`src/rtl/apb_master_pkg.sv`:
```
// Shared definitions for the APB command master.
//   state_e   : FSM encoding (IDLE=0, SETUP=1, ACCESS=2, RESP=3)
//   cmd_width : bit width of a packed {write, addr, wdata} command word
package apb_master_pkg;

    localparam int STATE_W = 2;

    typedef enum logic [STATE_W-1:0] {
        ST_IDLE   = 2'd0,
        ST_SETUP  = 2'd1,
        ST_ACCESS = 2'd2,
        ST_RESP   = 2'd3
    } state_e;

    function automatic int cmd_width(input int aw, input int dw);
        return 1 + aw + dw;
    endfunction

endpackage

```
`src/rtl/apb_cmd_fifo.sv`:
```
// Synchronous FIFO with flop-based storage.
//   clk_i, rst_i     : clock, synchronous active-high reset (flushes FIFO)
//   push_i / din_i   : write request and data (ignored when full)
//   pop_i / dout_o   : read request (ignored when empty), head-of-queue data
//   full_o, empty_o  : status flags from the registered count
//   count_o          : current number of stored entries
module apb_cmd_fifo #(
    parameter int WIDTH = 8,
    parameter int DEPTH = 4,
    localparam int PW = $clog2(DEPTH),
    localparam int CW = PW + 1
) (
    input  logic             clk_i,
    input  logic             rst_i,
    input  logic             push_i,
    input  logic [WIDTH-1:0] din_i,
    input  logic             pop_i,
    output logic [WIDTH-1:0] dout_o,
    output logic             full_o,
    output logic             empty_o,
    output logic [CW-1:0]    count_o
);

    logic [WIDTH-1:0] mem_q [DEPTH];
    logic [PW-1:0]    wr_ptr_q, wr_ptr_d;
    logic [PW-1:0]    rd_ptr_q, rd_ptr_d;
    logic [CW-1:0]    count_q, count_d;
    logic             do_push, do_pop;

    assign full_o  = (count_q == CW'(DEPTH));
    assign empty_o = (count_q == '0);
    assign count_o = count_q;
    assign dout_o  = mem_q[rd_ptr_q];

    // A push is refused when full even if a pop happens in the same cycle.
    assign do_push = push_i && !full_o;
    assign do_pop  = pop_i && !empty_o;

    always_comb begin
        wr_ptr_d = wr_ptr_q;
        rd_ptr_d = rd_ptr_q;
        count_d  = count_q;
        // Pointers wrap naturally since DEPTH is a power of two.
        if (do_push) wr_ptr_d = wr_ptr_q + PW'(1);
        if (do_pop)  rd_ptr_d = rd_ptr_q + PW'(1);
        case ({do_push, do_pop})
            2'b10:   count_d = count_q + CW'(1);
            2'b01:   count_d = count_q - CW'(1);
            default: count_d = count_q;
        endcase
    end

    always_ff @(posedge clk_i) begin
        if (rst_i) begin
            wr_ptr_q <= '0;
            rd_ptr_q <= '0;
            count_q  <= '0;
        end else begin
            wr_ptr_q <= wr_ptr_d;
            rd_ptr_q <= rd_ptr_d;
            count_q  <= count_d;
        end
    end

    // Storage needs no reset: entries are only read once written.
    for (genvar gi = 0; gi < DEPTH; gi++) begin : g_entry
        always_ff @(posedge clk_i) begin
            if (do_push && (wr_ptr_q == PW'(gi))) begin
                mem_q[gi] <= din_i;
            end
        end
    end

endmodule

```
`src/rtl/apb_cmd_master.sv`:
```
// APB3 initiator: queues valid/ready commands and issues them one at a time
// as APB transfers, returning one response per command in order.
//   clk_i, rst_i                : clock, synchronous active-high reset
//   cmd_*                       : command stream (write flag, address, wdata)
//   rsp_*                       : response stream (write echo, rdata, timeout)
//   apb_*_m                     : APB3 master-side bus signals
//   busy_o                      : commands queued or a transfer in progress
module apb_cmd_master
    import apb_master_pkg::*;
#(
    parameter int BUS_AW         = 6,
    parameter int BUS_DW         = 32,
    parameter int FIFO_DEPTH     = 4,
    parameter int TIMEOUT_CYCLES = 255
) (
    input  logic              clk_i,
    input  logic              rst_i,
    input  logic              cmd_vld_i,
    output logic              cmd_rdy_o,
    input  logic              cmd_write_i,
    input  logic [BUS_AW-1:0] cmd_addr_i,
    input  logic [BUS_DW-1:0] cmd_wdata_i,
    output logic              rsp_vld_o,
    input  logic              rsp_rdy_i,
    output logic              rsp_write_o,
    output logic [BUS_DW-1:0] rsp_rdata_o,
    output logic              rsp_timeout_o,
    output logic [BUS_AW-1:0] apb_paddr_m,
    output logic              apb_pwrite_m,
    output logic              apb_psel_m,
    output logic              apb_penable_m,
    output logic [BUS_DW-1:0] apb_pwdata_m,
    input  logic [BUS_DW-1:0] apb_prdata_m,
    input  logic              apb_pready_m,
    output logic              busy_o
);

    localparam int CMD_W = cmd_width(BUS_AW, BUS_DW);
    localparam int FCW   = $clog2(FIFO_DEPTH) + 1;
    localparam int CNT_W = (TIMEOUT_CYCLES > 0) ? $clog2(TIMEOUT_CYCLES + 1) : 1;
    localparam logic [CNT_W-1:0] WAIT_LAST =
        CNT_W'((TIMEOUT_CYCLES > 0) ? TIMEOUT_CYCLES - 1 : 0);

    logic             cmd_push, fifo_pop, fifo_full, fifo_empty;
    logic [CMD_W-1:0] fifo_dout;
    logic [FCW-1:0]   fifo_count, fifo_level_next;

    state_e            state_q, state_d;
    logic [CNT_W-1:0]  wait_q, wait_d;
    logic              psel_q, psel_d, penable_q, penable_d;
    logic              pwrite_q, pwrite_d;
    logic [BUS_AW-1:0] paddr_q, paddr_d;
    logic [BUS_DW-1:0] pwdata_q, pwdata_d;
    logic              rsp_vld_q, rsp_vld_d, rsp_write_q, rsp_write_d;
    logic              rsp_timeout_q, rsp_timeout_d;
    logic [BUS_DW-1:0] rsp_rdata_q, rsp_rdata_d;
    logic              busy_q, busy_d;

    assign cmd_rdy_o = !fifo_full;
    assign cmd_push  = cmd_vld_i && !fifo_full;

    apb_cmd_fifo #(
        .WIDTH (CMD_W),
        .DEPTH (FIFO_DEPTH)
    ) u_fifo (
        .clk_i   (clk_i),
        .rst_i   (rst_i),
        .push_i  (cmd_push),
        .din_i   ({cmd_write_i, cmd_addr_i, cmd_wdata_i}),
        .pop_i   (fifo_pop),
        .dout_o  (fifo_dout),
        .full_o  (fifo_full),
        .empty_o (fifo_empty),
        .count_o (fifo_count)
    );

    // Occupancy after this edge; lets busy_o be a plain register.
    assign fifo_level_next = fifo_count + FCW'(cmd_push) - FCW'(fifo_pop);

    always_comb begin
        state_d       = state_q;
        wait_d        = wait_q;
        psel_d        = psel_q;
        penable_d     = penable_q;
        pwrite_d      = pwrite_q;
        paddr_d       = paddr_q;
        pwdata_d      = pwdata_q;
        rsp_vld_d     = rsp_vld_q;
        rsp_write_d   = rsp_write_q;
        rsp_rdata_d   = rsp_rdata_q;
        rsp_timeout_d = rsp_timeout_q;
        fifo_pop      = 1'b0;

        case (state_q)
            ST_IDLE: begin
                if (!fifo_empty) begin
                    fifo_pop = 1'b1;
                    {pwrite_d, paddr_d, pwdata_d} = fifo_dout;
                    wait_d  = '0;
                    psel_d  = 1'b1;
                    state_d = ST_SETUP;
                end
            end
            ST_SETUP: begin
                penable_d = 1'b1;
                state_d   = ST_ACCESS;
            end
            ST_ACCESS: begin
                // PREADY wins over the timeout in the last allowed cycle.
                if (apb_pready_m) begin
                    rsp_rdata_d   = pwrite_q ? '0 : apb_prdata_m;
                    rsp_timeout_d = 1'b0;
                    rsp_write_d   = pwrite_q;
                    rsp_vld_d     = 1'b1;
                    psel_d        = 1'b0;
                    penable_d     = 1'b0;
                    state_d       = ST_RESP;
                end else if ((TIMEOUT_CYCLES != 0) && (wait_q == WAIT_LAST)) begin
                    rsp_rdata_d   = '0;
                    rsp_timeout_d = 1'b1;
                    rsp_write_d   = pwrite_q;
                    rsp_vld_d     = 1'b1;
                    psel_d        = 1'b0;
                    penable_d     = 1'b0;
                    state_d       = ST_RESP;
                end else begin
                    wait_d = wait_q + CNT_W'(1);
                end
            end
            ST_RESP: begin
                if (rsp_rdy_i) begin
                    rsp_vld_d = 1'b0;
                    state_d   = ST_IDLE;
                end
            end
            default: state_d = ST_IDLE;
        endcase

        busy_d = (state_d != ST_IDLE) || (fifo_level_next != '0);
    end

    always_ff @(posedge clk_i) begin
        if (rst_i) begin
            state_q       <= ST_IDLE;
            wait_q        <= '0;
            psel_q        <= 1'b0;
            penable_q     <= 1'b0;
            pwrite_q      <= 1'b0;
            paddr_q       <= '0;
            pwdata_q      <= '0;
            rsp_vld_q     <= 1'b0;
            rsp_write_q   <= 1'b0;
            rsp_rdata_q   <= '0;
            rsp_timeout_q <= 1'b0;
            busy_q        <= 1'b0;
        end else begin
            state_q       <= state_d;
            wait_q        <= wait_d;
            psel_q        <= psel_d;
            penable_q     <= penable_d;
            pwrite_q      <= pwrite_d;
            paddr_q       <= paddr_d;
            pwdata_q      <= pwdata_d;
            rsp_vld_q     <= rsp_vld_d;
            rsp_write_q   <= rsp_write_d;
            rsp_rdata_q   <= rsp_rdata_d;
            rsp_timeout_q <= rsp_timeout_d;
            busy_q        <= busy_d;
        end
    end

    assign apb_psel_m    = psel_q;
    assign apb_penable_m = penable_q;
    assign apb_pwrite_m  = pwrite_q;
    assign apb_paddr_m   = paddr_q;
    assign apb_pwdata_m  = pwdata_q;
    assign rsp_vld_o     = rsp_vld_q;
    assign rsp_write_o   = rsp_write_q;
    assign rsp_rdata_o   = rsp_rdata_q;
    assign rsp_timeout_o = rsp_timeout_q;
    assign busy_o        = busy_q;

endmodule

```
`config.mk`:
```
export PLATFORM = sky130hd
export DESIGN_NAME = apb_cmd_master
export DESIGN_NICKNAME = d
export VERILOG_FILES = /design/src/rtl/apb_master_pkg.sv /design/src/rtl/apb_cmd_fifo.sv /design/src/rtl/apb_cmd_master.sv
export SDC_FILE = /design/constraint.sdc
export NUM_CORES = 1
export LEC_CHECK = 0
export BUFFER_PORTS_ARGS = -buffer_cell sky130_fd_sc_hd__buf_2
export CORE_MARGIN = 2
export CORE_UTILIZATION = 50
export DETAILED_ROUTE_END_ITERATION = 6
export GPL_TIMING_DRIVEN = 0
export PLACE_DENSITY = 0.75
export SETUP_SLACK_MARGIN = 0.4
export SYNTH_ARGS = -nofsm -noshare
export SYNTH_HDL_FRONTEND = slang
export SYNTH_HIERARCHICAL = 1
export SYNTH_SLANG_ARGS = --single-unit
```
`constraint.sdc`:
```
create_clock -name clk_i -period 2.8 [get_ports clk_i]
set_input_delay 0.56 -clock clk_i [delete_from_list [all_inputs] [get_ports clk_i]]
set_output_delay 0.56 -clock clk_i [all_outputs]
set_load 0.01 [all_outputs]
```
==> flow_metrics.py <==
metrics = {
    "run_status": {
        "status": "finished, final reports clean",
    },
    "drt": {
        "vias": 5763,
        "wl_per_cell_um": 19.0,
        "first_pass_iters": 5,
        "ant_nets": 0,
        "drtIter0Drc": 231,
        "drc": 0,
        "routed_wl_um": 19800,
        "viasPerCell": 5.51,
    },
    "yosys": {
        "synth_top_area_share_pct": 50.4,
        "synth_cells": 601,
        "syn_nets": 688,
        "ys_seq_area_share_pct": 71.1,
        "yosys_warnings": 6,
        "ys_types": 50,
        "synth-edff-count": 156,
        "ys_ff_latch": 252,
        "avgSynthCellArea_um2": 15.5,
        "syn-cell-area_mm2": 0.00930,
        "synth_top_cells_by_area": "edfxtp_1 (50%), dfxtp_1 (21%), mux4_2 (9.4%)",
        "yosysTopAreaCell": "edfxtp_1",
        "async_flop_share_pct": 0,
        "dominantRegCellSynth": "edfxtp_1",
        "yosysMostFrequentCell": "edfxtp_1",
        "synth_commonest_cells": "edfxtp_1 (156), dfxtp_1 (96), nand2_1 (85)",
    },
    "global_route": {
        "grt-ovfl-total": 0,
        "track_usage_pct": 19.9,
        "grt_pass1_wl_um": 30900,
        "grt_max_degree": 23,
        "grt_pass1_vias": 5997,
        "antenna_found_initial": 4,
    },
    "clocking": {
        "cts_tree": "done",
        "cts_buffers": 26,
        "clock_latency_ps": 530,
        "clk_path_buf_depth": 3,
        "clkTransAtPathRegs_ps": 60,
        "postCtsHoldBufs": 0,
        "htree_levels": 1,
        "cts-root-buf": "clkbuf_16",
        "clock_sinks": 252,
    },
    "power": {
        "combPwrFrac_pct": 28.7,
        "peakVddDrop_mv": 0.808,
        "power_density_mw_per_mm2": 997,
        "report.power.total_uw": 11400,
        "pwr-share-clk_pct": 28.3,
        "p_seq_share_pct": 43.0,
        "power.switching_uw": 3470,
        "p_leak_uw": 0.00429,
        "p_int_uw": 7950,
        "p_sw_share_pct": 30.4,
    },
    "final_layout": {
        "drive_gt1_share_pct": 35.8,
        "layout.cells.non_filler": 1045,
        "diodes": 0,
        "design_area_mm2": 0.0115,
        "area_delta_synth_final_pct": 23.2,
        "fin_nets": 883,
    },
    "timing": {
        "period_needed_ps": 2470,
        "worst_slew_pin_slew_ps": 647,
        "fmax_mhz": 406,
        "hold_slack_ps": 240,
        "slew_headroom_pct": 56.9,
        "drv_slew": 0,
        "finalClockSkew_ps": 20.0,
        "rsz0062_at_grt": "true",
        "finalCritPeriodShare_pct": 88.1,
        "finalHoldViolCount": 0,
        "finalSetupViolCount": 0,
        "worst_slack_ps": 334,
    },
    "floorplan": {
        "pin_count": 154,
        "die_h_um": 140,
        "initial_utilization_pct": 51.4,
        "coreArea_mm2": 0.0181,
        "dieWidth_um": 140,
        "die-area_mm2": 0.0197,
        "rows": 49,
    },
    "min_path": {
        "hold_path_class": "primary input to register",
    },
    "worst_setup_path": {
        "path_cells": "nor3_4 -> nor2_2 -> nand2_2 -> inv_4 -> clkbuf_16 -> ha_4 -> inv_2 -> ha_4 -> fa_2 -> xnor2_2 -> xnor2_1 -> nor3_2 -> a31oi_1",
        "critPathArrivalTime_ps": 2840,
        "slowest_stage": "dfxtp_4",
        "criticalPathCategory": "register to register",
        "critPathCaptureType": "register",
        "cp_common_cell": "ha_4",
        "cp.required_ps": 3170,
        "worstPathMaxFanout": 3,
        "cpPeakStageDelay_ps": 360,
        "startpoint_type": "register",
    },
    "placed_design": {
        "place_ws_ps": -351,
        "port_buffers": 152,
        "place_congestion": 0.872,
        "place_hpwl_um": 13000,
        "dpl.cell_count": 986,
        "postPlaceCellArea_mm2": 0.0104,
    },
    "run": {
        "cap_violations": 0,
    },
}
-- cell type report --
class	instances	area, um^2
Buffer	31	206
Clock buffer	33	707
Clock inverter	15	110
Fill cell	1289	6630
Inverter	18	70.1
Multi-Input combinational cell	300	2520
Sequential cell	252	6620
Tap cell	229	287
Timing Repair Buffer	167	936
-- worst paths after layout --
kind / depth (start not counted) / from / endpoint / slack (ps)
min: 1 / cmd_wdata_i[4] / u_fifo/mem_q[3][4] / 240
min reg2reg: 2 / apb_pwdata_m[0] / apb_pwdata_m[0] / 450
max: 13 / u_fifo/count_o[0] / busy_o / 330
max reg2reg: 13 / u_fifo/count_o[0] / busy_o / 330
-- flip-flops by register name, summed over array words and instances (netlist names), 3 cells and up, named ones only --
name / cells
wait_q: 8
apb_pwdata_m: 32
apb_paddr_m: 6
u_fifo/mem_q: 156
rsp_rdata_o: 32
u_fifo/count_o: 3
-- repair_timing --
action                                  4_1_cts  5_1_grt
resized for setup                            22        6
buffers inserted                             11        0
pin swaps                                    10        7
endpoints found under the setup margin        4       91
hold endpoints to repair                      0        0
-- metrics by stage --
stage,utilization (%),setup TNS (ps)
2_1_floorplan,-,0
4_1_cts,63.3,0
3_3_place_gp,57.2,-80260
5_1_grt,63.3,0
3_5_place_dp,57.7,-652
6_report,63.3,0
-- power groups by stage --
stage	Clock [uW]	Sequential, uW	Combinational [uW]
6_report	3230	4900	3280
3_5_place_dp	0	4970	2940
2_1_floorplan	0	5060	1790
3_3_place_gp	0	4950	2820
5_1_grt	3440	4960	3580
4_1_cts	3310	4900	3260
-- critical path: cells and delay by family, from the launching register on --
kind            cells  cell delay (ps)
buf+inv             3              250
fa+ha+maj           3              760
simple gates        4              560
flops               1              360
compound gates      1              110
xor+xnor            2              290
-- cell families (layout without fill, tap and decap cells) --
group,Yosys count,in the layout,synth area share (%)
flip-flops,252,252,71.1
AND/OR/NAND/NOR,137,137,6.80
AO/OA/AOI/OAI,105,105,7.48
buffers and inverters,49,264,2.72
multiplexers,42,42,9.81
adder cells (fa/ha/maj),11,11,1.64
XOR/XNOR,5,5,0.471
-- cell usage in the layout, fill, tap and decap left out, types with 3 or more instances in the layout --
cell       instances
a21boi_1           3
a21oi_1           47
a22o_1            32
and2_4             4
buf_12             5
buf_2            159
buf_4             14
buf_6              6
clkbuf_1          15
clkbuf_16         27
clkbuf_8           3
clkinv_1           4
clkinv_2           8
dfxtp_1           93
dfxtp_4            3
edfxtp_1         156
ha_1               6
inv_1             16
mux4_2            39
nand2_1           84
nand2_2            3
nand2b_1           5
nand3_1            6
nor2_1             9
o21ai_0            9
o31ai_1            4
or3_1              7
or4_1              3
xor2_1             3
-- per-layer routing --
layer  wire length [um]  vias to the layer above  global-route usage [%]
met4                453                        4                    5.95
li1                   -                     2647                       -
met1               8110                     2829                    24.7
met2               9790                      239                    35.5
met5                 19                        -                       0
met3               1440                       44                    3.97
Power figures use the tool's default switching activity.
